`config.mk`:
```
export PLATFORM = sky130hd
export DESIGN_NAME = multicycle_control_fsm
export DESIGN_NICKNAME = d
export VERILOG_FILES = /design/src/rtl/multicycle_control_fsm.sv
export SDC_FILE = /design/constraint.sdc
export NUM_CORES = 1
export LEC_CHECK = 0
export ABC_AREA = 1
export CAP_MARGIN = 20
export CORE_ASPECT_RATIO = 0.5
export CORE_UTILIZATION = 36
export CTS_CLUSTER_DIAMETER = 60
export CTS_CLUSTER_SIZE = 30
export DETAILED_ROUTE_END_ITERATION = 12
export GPL_ROUTABILITY_DRIVEN = 0
export PLACE_DENSITY = 0.84
export SLEW_MARGIN = 20
export SYNTH_ARGS = -nofsm -noshare
export SYNTH_HDL_FRONTEND = slang
export SYNTH_SLANG_ARGS = --single-unit
```
`constraint.sdc`:
```
create_clock -name clk -period 1.87 [get_ports clk]
set_input_delay 0.561 -clock clk [delete_from_list [all_inputs] [get_ports clk]]
set_output_delay 0.561 -clock clk [all_outputs]
set_load 0.005 [all_outputs]
```
`src/rtl/multicycle_control_fsm.sv`:
```
// Multicycle control sequencer: fetch/decode/execute/memory/writeback, NZCV flags, condition check.
// Latency: DP 4, LDR 5, STR 4, B 3, condition-failed 2 cycles; outputs are combinational from state.
// Backpressure: FETCH, MEM_READ and MEM_WRITE hold until mem_ready; each low cycle adds one cycle.
module multicycle_control_fsm #(
  parameter int ADDR_INC = 4,
  parameter logic [3:0] REG_NUM_PC = 4'd15
) (
  input  logic       clk,
  input  logic       rst,
  input  logic [3:0] cond,
  input  logic [1:0] op,
  input  logic [5:0] funct,
  input  logic [3:0] rd,
  input  logic [3:0] alu_flags,
  input  logic       mem_ready,
  output logic       pc_we,
  output logic       adr_src,
  output logic       mem_we,
  output logic       ir_we,
  output logic       reg_we,
  output logic [1:0] result_src,
  output logic [1:0] alu_src_a,
  output logic [1:0] alu_src_b,
  output logic [1:0] alu_ctrl,
  output logic [1:0] imm_src,
  output logic [3:0] flags,
  output logic       instr_done,
  output logic [3:0] state_dbg
);

  // The PC increment constant lives in the datapath; only the value 4 matches alu_src_b=10.
  if (ADDR_INC != 4) begin : g_bad_inc
    $error("multicycle_control_fsm: datapath increment must be 4");
  end

  typedef enum logic [3:0] {
    S_FETCH     = 4'd0,
    S_DECODE    = 4'd1,
    S_EXEC_R    = 4'd2,
    S_EXEC_I    = 4'd3,
    S_ALU_WB    = 4'd4,
    S_MEM_ADR   = 4'd5,
    S_MEM_READ  = 4'd6,
    S_MEM_WB    = 4'd7,
    S_MEM_WRITE = 4'd8,
    S_BRANCH    = 4'd9
  } state_t;

  localparam logic [1:0] ALU_ADD = 2'b00;
  localparam logic [1:0] ALU_SUB = 2'b01;
  localparam logic [1:0] ALU_AND = 2'b10;
  localparam logic [1:0] ALU_ORR = 2'b11;

  state_t     state;
  state_t     state_nxt;
  logic [3:0] flags_q;
  logic       cond_ex;
  logic [1:0] alu_dec;
  logic       cmd_ok;
  logic       in_exec;
  logic       to_pc;

  logic n_f, z_f, c_f, v_f, ge;
  assign {n_f, z_f, c_f, v_f} = flags_q;
  assign ge      = (n_f == v_f);
  assign in_exec = (state == S_EXEC_R) || (state == S_EXEC_I);
  assign to_pc   = (rd == REG_NUM_PC);

  // Condition check against the stored flags
  always_comb begin
    cond_ex = 1'b0;
    case (cond)
      4'b0000: cond_ex = z_f;
      4'b0001: cond_ex = ~z_f;
      4'b0010: cond_ex = c_f;
      4'b0011: cond_ex = ~c_f;
      4'b0100: cond_ex = n_f;
      4'b0101: cond_ex = ~n_f;
      4'b0110: cond_ex = v_f;
      4'b0111: cond_ex = ~v_f;
      4'b1000: cond_ex = c_f & ~z_f;
      4'b1001: cond_ex = ~(c_f & ~z_f);
      4'b1010: cond_ex = ge;
      4'b1011: cond_ex = ~ge;
      4'b1100: cond_ex = ~z_f & ge;
      4'b1101: cond_ex = ~(~z_f & ge);
      4'b1110: cond_ex = 1'b1;
      default: cond_ex = 1'b0;
    endcase
  end

  // Data-processing command decode; unknown commands become a NOP (ADD, no writeback, no flags)
  always_comb begin
    alu_dec = ALU_ADD;
    cmd_ok  = 1'b1;
    case (funct[4:1])
      4'b0100: alu_dec = ALU_ADD;
      4'b0010: alu_dec = ALU_SUB;
      4'b0000: alu_dec = ALU_AND;
      4'b1100: alu_dec = ALU_ORR;
      default: cmd_ok  = 1'b0;
    endcase
  end

  // State register
  always_ff @(posedge clk) begin
    if (rst) state <= S_FETCH;
    else     state <= state_nxt;
  end

  // Flag register: ADD/SUB write NZCV, logical ops write NZ and keep C and V
  always_ff @(posedge clk) begin
    if (rst) begin
      flags_q <= 4'b0000;
    end else if (in_exec && funct[0] && cmd_ok) begin
      if (alu_dec == ALU_ADD || alu_dec == ALU_SUB) flags_q <= alu_flags;
      else                                          flags_q <= {alu_flags[3:2], flags_q[1:0]};
    end
  end

  // Next-state logic
  always_comb begin
    state_nxt = state;
    case (state)
      S_FETCH:     if (mem_ready) state_nxt = S_DECODE;
      S_DECODE: begin
        if (!cond_ex || op == 2'b11) state_nxt = S_FETCH;
        else if (op == 2'b00)        state_nxt = funct[5] ? S_EXEC_I : S_EXEC_R;
        else if (op == 2'b01)        state_nxt = S_MEM_ADR;
        else                         state_nxt = S_BRANCH;
      end
      S_EXEC_R,
      S_EXEC_I:    state_nxt = S_ALU_WB;
      S_ALU_WB:    state_nxt = S_FETCH;
      S_MEM_ADR:   state_nxt = funct[0] ? S_MEM_READ : S_MEM_WRITE;
      S_MEM_READ:  if (mem_ready) state_nxt = S_MEM_WB;
      S_MEM_WB:    state_nxt = S_FETCH;
      S_MEM_WRITE: if (mem_ready) state_nxt = S_FETCH;
      S_BRANCH:    state_nxt = S_FETCH;
      default:     state_nxt = S_FETCH;
    endcase
  end

  // Output decode; reset forces FETCH values with every write enable held low
  always_comb begin
    pc_we      = 1'b0;
    adr_src    = 1'b0;
    mem_we     = 1'b0;
    ir_we      = 1'b0;
    reg_we     = 1'b0;
    result_src = 2'b00;
    alu_src_a  = 2'b00;
    alu_src_b  = 2'b00;
    alu_ctrl   = ALU_ADD;
    instr_done = 1'b0;
    case (rst ? S_FETCH : state)
      S_FETCH: begin
        alu_src_a  = 2'b01;
        alu_src_b  = 2'b10;
        result_src = 2'b10;
        ir_we      = mem_ready;
        pc_we      = mem_ready;
      end
      S_DECODE: begin
        alu_src_a  = 2'b01;
        alu_src_b  = 2'b10;
        instr_done = !cond_ex || op == 2'b11;
      end
      S_EXEC_R: alu_ctrl = alu_dec;
      S_EXEC_I: begin
        alu_src_b = 2'b01;
        alu_ctrl  = alu_dec;
      end
      S_ALU_WB: begin
        pc_we      = cmd_ok & to_pc;
        reg_we     = cmd_ok & ~to_pc;
        instr_done = 1'b1;
      end
      S_MEM_ADR:  alu_src_b = 2'b01;
      S_MEM_READ: adr_src   = 1'b1;
      S_MEM_WB: begin
        result_src = 2'b01;
        pc_we      = to_pc;
        reg_we     = ~to_pc;
        instr_done = 1'b1;
      end
      S_MEM_WRITE: begin
        adr_src    = 1'b1;
        mem_we     = 1'b1;
        instr_done = mem_ready;
      end
      S_BRANCH: begin
        alu_src_a  = 2'b10;
        alu_src_b  = 2'b01;
        result_src = 2'b10;
        pc_we      = 1'b1;
        instr_done = 1'b1;
      end
      default: ;
    endcase
    if (rst) begin
      pc_we      = 1'b0;
      ir_we      = 1'b0;
      mem_we     = 1'b0;
      reg_we     = 1'b0;
      instr_done = 1'b0;
    end
  end

  assign imm_src   = op;
  assign flags     = flags_q;
  assign state_dbg = state;

endmodule

```
* After elaboration in Yosys (flattened, before gate mapping) *
Cells that the tools add are included.

storage, ports and cells
  bits in registers = 8
  input port bits = 23
  logic and storage cells = 105

operators by class
  eq/ne operators = 40
  multiplexer cells = 28
  bitwise gates (word level) = 12
  reductions and logical operators = 22

operator list
  operator            count
  $eq 4x4->1 const B  12
  $eq 4x3->1 const B  11
  $mux 4              8
  $eq 4x2->1 const B  7
  $pmux 4 s6          1
  $logic_not 4->1     4
  $pmux 1 s15         1
  $eq 4x1->1 const B  3
  $pmux 2 s2          3
  $mux 1              10
  $reduce_or 2->1     5
  $not 1->1           8
  $ne 2x2->1 const B  3
  $pmux 2 s3          1
  $reduce_or 3->1     2
  $and 1x1->1         4
  $eq 2x1->1 const B  2
  $logic_not 2->1     2
  $pmux 1 s4          1
  $reduce_or 4->1     1
  $logic_or 1x1->1    3
  $pmux 1 s3          1
  $reduce_and 3->1    1
  $eq 2x2->1 const B  1
  other kinds (6)     7

* Logic depth before layout (Yosys ltp) *
  word-level depth = 8
  mapped depth = 11
  depth with buffers taken out = 11

* Least setup slack after synthesis *
Ideal clock, no wire load.

  kind = input to output
  start = input port rst
  end = output port pc_we
  data arrival time = 1.326 ns
  required time = 1.309 ns
  slack = -0.017 ns
  cell stages on the path = 8
  buffers on the path = 1
  cells stage by stage = buf_6 -> inv_2 -> nand2_1 -> nor2_1 -> nand2_1 -> o21ai_1 -> a211oi_1 -> nor2_1

on the way
  longest elaborated chain between the ends = 4
  elaborated cells on any way between the ends = 7

RTL lines
  item                                RTL line  RTL
  from (decl)                         9         input logic rst,
  $mux 4                              156       case (rst ? S_FETCH : state)
  $eq 4x4->1 (tied with other cells)  156
  $pmux 1 s4                          156
  $mux 1 *                            201       if (rst) begin
  to (decl)                           16        output logic pc_we,

Mark *: on every way between the ends. The rest lies on a longest branch, timed or not.

* Worst setup path in the final report *
  start = input port cond[3]
  end = output port instr_done

on the way
  longest elaborated chain between the ends = 6
  elaborated cells on any way between the ends = 20

RTL lines
  item                                RTL line  RTL
  from (decl)                         10        input logic [3:0] cond,
  $eq 4x4->1 (tied with other cells)  72        case (cond)
  $pmux 1 s15 *                       72
  $logic_not 1->1 *                   167       instr_done = !cond_ex || op == 2'b11;
  $logic_or 1x1->1 *                  167
  $pmux 1 s3 *                        156
  $mux 1 *                            201
  to (decl)                           27        output logic instr_done,

Marked as above.

==> flow_metrics.py <==
metrics = {
    "global_route": {
        "grt_use_total": 0.348,
        "first_global_vias": 1517,
        "grt-ovfl-total": 0,
        "grt_start_max_net_pins": 10,
        "global_route_wire_length_before_repair_um": 7180,
        "initial_antenna_violation_count": 0,
    },
    "min_path": {
        "hold_path.class": "flip-flop to flip-flop",
    },
    "sta": {
        "post-route-min-period_ns": 2.15,
        "slew_violations": 0,
        "finalHoldViolations": 0,
        "slew-limit-headroom": 0.728,
        "postLayoutSetupSlackWorst_ns": -0.279,
        "fmax_ghz": 0.465,
        "unrepaired_setup_endpoints_after_global_routing": "yes",
        "fin_tns_setup_ns": -1.01,
        "final_min_period_over_clock_period": 1.15,
        "worst_clock_skew_ns": 0.00828,
        "finalSetupViolations": 13,
        "timing_worst_slew_pin_value_ns": 0.402,
    },
    "floorplan": {
        "chipWidth_um": 75.0,
        "start_util": 0.407,
        "i_o_pin_total": 47,
        "placeableCoreArea_sq_um": 2360,
        "placementRows": 12,
        "design.die.area_sq_um": 2890,
        "die_h_um": 38.5,
    },
    "power": {
        "net-switching-power_uw": 292,
        "switching_fraction": 0.374,
        "vdd_drop_max_mv": 0.247,
        "power_frac_comb": 0.474,
        "clock_power_share": 0.295,
        "sequential_power_share": 0.231,
        "power.static_leakage_uw": 0.00108,
        "p_int_uw": 489,
        "total_power_uw": 781,
        "p_per_area_nw_per_um2": 361,
    },
    "detailed_routing": {
        "detail_route.drc_violations": 0,
        "first_pass_iters": 5,
        "route.detailed.vias_per_inst": 5.81,
        "wl_um": 5720,
        "drtIter0Drc": 185,
        "num_vias": 1825,
        "drt-wirelength-per-cell_um": 18.2,
        "detail-route-antenna-nets": 0,
    },
    "logic_synthesis": {
        "synth-edff-count": 0,
        "syn_area_sq_um": 958,
        "ys_seq_area_frac": 0.167,
        "synth-seq-cells": 8,
        "yosys.cell_count.top_type": "nand2_1",
        "synth_ff_type": "dfxtp_1",
        "synth_area_leader_cell": "dfxtp_1",
        "yosysTopAreaCellShare": 0.167,
        "yosys_warns": 0,
        "ys_top_cells_by_area": "dfxtp_1 (17%), nand2_1 (16%), nand3_1 (13%)",
        "synth_fp_nets": 202,
        "synthesis.instances": 179,
        "synth_area_per_cell_sq_um": 5.35,
        "most_common_library_cells_after_synthesis": "nand2_1 (42), nor2_1 (28), nand3_1 (24), inv_1 (19), inv_2 (10)",
        "ys_async_sr_fraction": 0,
        "post_synth_num_cell_types": 23,
    },
    "clocking": {
        "tritoncts.num_buffers": 3,
        "ctsRootBufferMaster": "clkbuf_8",
        "clock_path_buffers": 2,
        "cts_tree": "done",
        "clk_transition_reported_paths_ns": 0.04,
        "clk-insertion-delay-late_ns": 0.24,
        "cts_max_level": 1,
        "cts.sink_count": 8,
    },
    "finish": {
        "count_of_antenna_diodes_in_the_layout": 0,
        "nNetsFinal": 304,
        "area_growth_pct": 126,
        "share_of_final_layout_standard_cells_stronger_than_drive_strength_1": 0.613,
        "fillers": 96,
    },
    "setup_path": {
        "crit_path_max_fanout": 5,
        "critPathLaunchType": "input port",
        "cp_slowest_stage_delay_ns": 0.14,
        "critPathKind": "input port to output port",
        "worst_ep_arrival_time_ns": 1.59,
        "timing.critical_path.mode_cell": "nand2_1",
        "critical_path.slowest_cell": "nor2_2",
        "cp.required_ns": 1.31,
        "setup.worst_path.end_class": "output port",
        "timing.critical_path.cells": "buf_6 -> nand2_4 -> inv_2 -> nand3_1 -> nand2_1 -> nor2_2 -> nand3_2 -> nand2_1 -> nand4_1 -> nand2_1 -> buf_2",
    },
    "placement": {
        "detailedPlace.worstSlack_ns": -1.10,
        "numPortBuffers": 46,
        "dp_hpwl_um": 2570,
    },
    "flow_run": {
        "max_cap_viol_count": 0,
    },
    "run_status": {
        "outcome": "finished with violations",
        "failed_checks": "negative setup slack",
    },
}
-- cells in the final DEF, fill, tap and decap left out, types with 2 or more instances in the layout --
master,instances
buf_4,46
nand2_1,29
nand3_1,16
nor2_4,15
nor2_1,15
inv_2,13
clkdlybuf4s50_1,13
buf_2,13
nand2_2,11
buf_6,11
nand3_2,10
inv_1,9
nor2_2,9
inv_4,7
dlygate4sd2_1,7
a21oi_1,6
dfxtp_4,6
a21oi_2,5
nand2_4,4
o21ai_2,4
o21ai_1,4
buf_12,4
clkbuf_8,3
clkbuf_2,3
o21ai_0,2
dfxtp_1,2
dlymetal6s2s_1,2
-- timing repair --
action	CTS	global route
hold buffers	0	0
buffers inserted	12	6
pin swaps	27	26
setup endpoints to repair	19	15
gates resized for setup	158	72
-- critical path, delay by kind of cell --
kind	cells	cell delay, ns
AND/OR/NAND/NOR	8	0.74
buffers and inverters	3	0.30
-- routing by layer --
metal / vias to the layer above / share of wire / track usage
met5: - / 0 / 0
met4: 0 / 0.076 / 0.142
met3: 62 / 0.10 / 0.0579
met2: 158 / 0.46 / 0.624
met1: 824 / 0.36 / 0.421
li1: 781 / - / -
-- worst paths after layout --
kind | start | to | slack [ns] | cells after the start
min reg2reg | flags[3] | flags[3] | 0.67 | 3
min | flags[3] | flags[3] | 0.67 | 3
max reg2reg | flags[1] | state_dbg[3] | 0.27 | 12
max | cond[3] | instr_done | -0.28 | 11
-- power by group through the flow --
stage	Clock, uW	Sequential, uW	Combinational, uW
CTS	218	182	286
global route	234	181	393
floorplan	0	185	107
global placement	0	185	246
finish	231	180	370
detailed placement	0	185	254
-- stage by stage --
| stage | utilization | cells | instance area (sq um) | hold slack [ns] |
|---|---|---|---|---|
| floorplan | - | 179 | 961 | 0.506 |
| detailed placement | 0.725 | 293 | 1710 | 0.607 |
| finish | 0.919 | 314 | 2170 | 0.667 |
| CTS | 0.813 | 308 | 1920 | 0.592 |
| global route | 0.919 | 314 | 2170 | 0.685 |
| global placement | 0.725 | 293 | 1710 | 0.605 |
-- logic make-up after synthesis --
logic type,Yosys count,synth area share
and+or+nand+nor,113,0.543
DFF,8,0.167
AOI/OAI and AO/OA,24,0.141
buffers and inverters,34,0.149
-- flip-flops by register name, indices dropped and copies added, names as in the netlist --
signal     flops
flags          4
state_dbg      4
-- cell type report --
class | count | area [sq um] | share of cell area
multi-input cells | 137 | 895 | 0.413
repair buffers | 100 | 857 | 0.396
flip-flops and latches | 8 | 183 | 0.0843
inverters | 31 | 146 | 0.0676
well taps | 35 | 43.8 | 0.0202
clock buffers | 3 | 41.3 | 0.0191
(Power assumes the default switching activity.)
==> variant: new RTL, config.mk and constraints unchanged <==
Put one more register stage on the output `flags`, cleared by the reset. The value now appears one clock later. The other outputs are not delayed to match. Comments in the files are not updated.
--- a/src/rtl/multicycle_control_fsm.sv
+++ b/src/rtl/multicycle_control_fsm.sv
@@ -210,3 +210,9 @@
   assign imm_src   = op;
-  assign flags     = flags_q;
+  always_ff @(posedge clk) begin
+    if (rst) begin
+      flags <= '0;
+    end else begin
+      flags <= flags_q;
+    end
+  end
   assign state_dbg = state;
Check against the original RTL: not equivalent (a bounded check fails within 4 cycles, from zero or initial values and one cycle with rst high).
==> variant against the original RTL <==
The flow still finishes with violations (negative setup slack). Setup slack better by 22 ps. Wire length decreased by 23%. Final area is 0.29% lower. First-iteration DRC count decreased by 47%. Sequential cell count rose by 4. Count of clock-buffer cells in the layout rose by 1. Die area rose by 8.0%. Power rose by 11%. Area after synthesis up 8.4%. Sequential share of layout area grew 3.4 points. Clock skew shrank 7.1 ps. Largest cell class unchanged. Largest power group unchanged.
==> variant: results (changes against the original RTL) <==
| Metric | Value |
|---|---|
| Setup Skew | `1.21 ps (-7.07 ps)` |
| Global-route wire length before repair | `5840 um (-19%)` |
| Violated checks | `negative setup slack` |
| Leakage | `1.05 nW (-2.9%)` |
| DP Cell Count | `303 (+3.4%)` |
| Largest cells by area after synthesis | `dfxtp_1, nand2_1, nor2_1` |
| Count of flip-flops with a built-in enable after synthesis | `0 (unchanged)` |
| Post-CTS Resized | `144 (-8.9%)` |
| Setup violators final | `8 (-5)` |
| Worst setup slack after layout | `-257 ps (+22.1 ps)` |
| Number of DRC violations after detailed-routing iteration 0 | `98 (-47%)` |
| Number of buffers inserted during clock tree synthesis | `3 (unchanged)` |
| Hpwl dp | `2680 um (+4.0%)` |
| Min Hold Slack | `610 ps (-56.7 ps)` |
| Number of global-route vias before repair | `1418 (-6.5%)` |
| Length of the first detailed-routing pass in iterations | `4 (-1)` |
| Latest clock arrival within the worst-skew pair | `230 ps` |
| # nets final | `311 (+2.3%)` |
| Critical Path RT | `1310 ps (about the same)` |
| Max_slew headroom | `0.836 (+0.108)` |
| Library cells used by synthesis | `19 (-17%)` |
| Quantity of I/O buffers inserted on ports | `46 (unchanged)` |
| Total of fill cells in the finished design | `195 (+100%)` |
| Total routing usage reported by global routing | `0.243 (-0.105)` |
| Delay contributed by the slowest stage of the critical path | `200 ps (+60 ps)` |
| Synthesized netlist cell count | `189 (+5.6%)` |
| Setup slack, reg-to-reg | `310 ps (+40 ps)` |
| Yosys Warn Count | `0 (unchanged)` |
| Total Negative Setup Slacks | `-1160 ps (-157 ps)` |
| Sequential cell area fraction in the yosys report | `0.231 (+0.0642)` |
| Type of the tightest min-delay check | `reg -> reg` |
| Post-synth ARST share | `0 (unchanged)` |
| Synthesized net count | `212 (+5.0%)` |
| Result of the run | `complete, but fails checks` |
| H-tree depth | `1 (unchanged)` |
| Share of post-route cells with drive strength above 1 | `0.547 (-0.0659)` |
| VDD IR max | `0.237 mV (-4.1%)` |
| R2r worst-path depth | `12 (unchanged)` |
| Cell types with the highest counts after synthesis | `nand2_1, nor2_1, inv_1, nand3_1, a21oi_1` |
| Average wire per cell in the routed design | `13.6 um (-25%)` |
| Cell type of the slowest stage on the worst timing path | `nor3_4` |
| WHS Path Cells | `3 (unchanged)` |
| Per-cell via count in the routed design | `5.18 (-11%)` |
| Routed WL | `4410 um (-23%)` |
[variant: area by class of cell]
type                       count  share of cell area
multi-input combinational    142               0.390
clock buffer                   4              0.0255
tap                           37              0.0214
inverter                      31              0.0655
sequential                    12               0.118
timing repair buffer          98               0.379
[variant: per-stage QoR]
step | area, sq um | setup WS [ps]
finish | 2160 | -257
global route | 2160 | -305
CTS | 1940 | -243
detailed placement | 1780 | -1080
global placement | 1780 | -1030
floorplan | 1040 | 40.3
[variant: worst reg2reg max path, stage by stage, from the launching register on]
cell and delay [ps]:
dfxtp_2 370, inv_2 70, buf_4 130, nand3_1 70, nand3_1 90, nor2_2 100, nand3_2 110, buf_4 150
buf_4 140, nand3_2 50, nand2_1 50, nand2_1 60, nand2_1 50
[variant: path summary, 6_finish.rpt]
kind                           start                   endpoint
max                              rst                      pc_we
max reg2reg  flags_q[0]$_SDFFE_PP0P_  state_dbg[3]$_SDFFE_PP0P_
min reg2reg  flags_q[1]$_SDFFE_PP0P_        flags[1]$_SDFF_PP0_
min          flags_q[1]$_SDFFE_PP0P_        flags[1]$_SDFF_PP0_
[variant: report_power, final]
group,switching (mW),total [mW],internal (mW)
combinational,0.156,0.323,0.167
clock,0.0921,0.278,0.186
sequential,0.00892,0.266,0.258
[variant: metal layers]
layer,vias to the layer above,track usage,wire length (um),part of all wire
met5,-,0,0,0
met4,0,0.0926,154,0.035
met3,22,0.0159,262,0.059
met2,87,0.500,2350,0.53
met1,778,0.285,1650,0.37
li1,792,-,-,-
[variant: cells by family (layout without fill, tap and decap cells)]
group | count (synthesis) | in the layout | synth area share
AO/OA/AOI/OAI | 26 | 26 | 0.133
buffers and inverters | 35 | 133 | 0.141
flip-flops | 12 | 12 | 0.231
AND/OR/NAND/NOR | 116 | 116 | 0.495
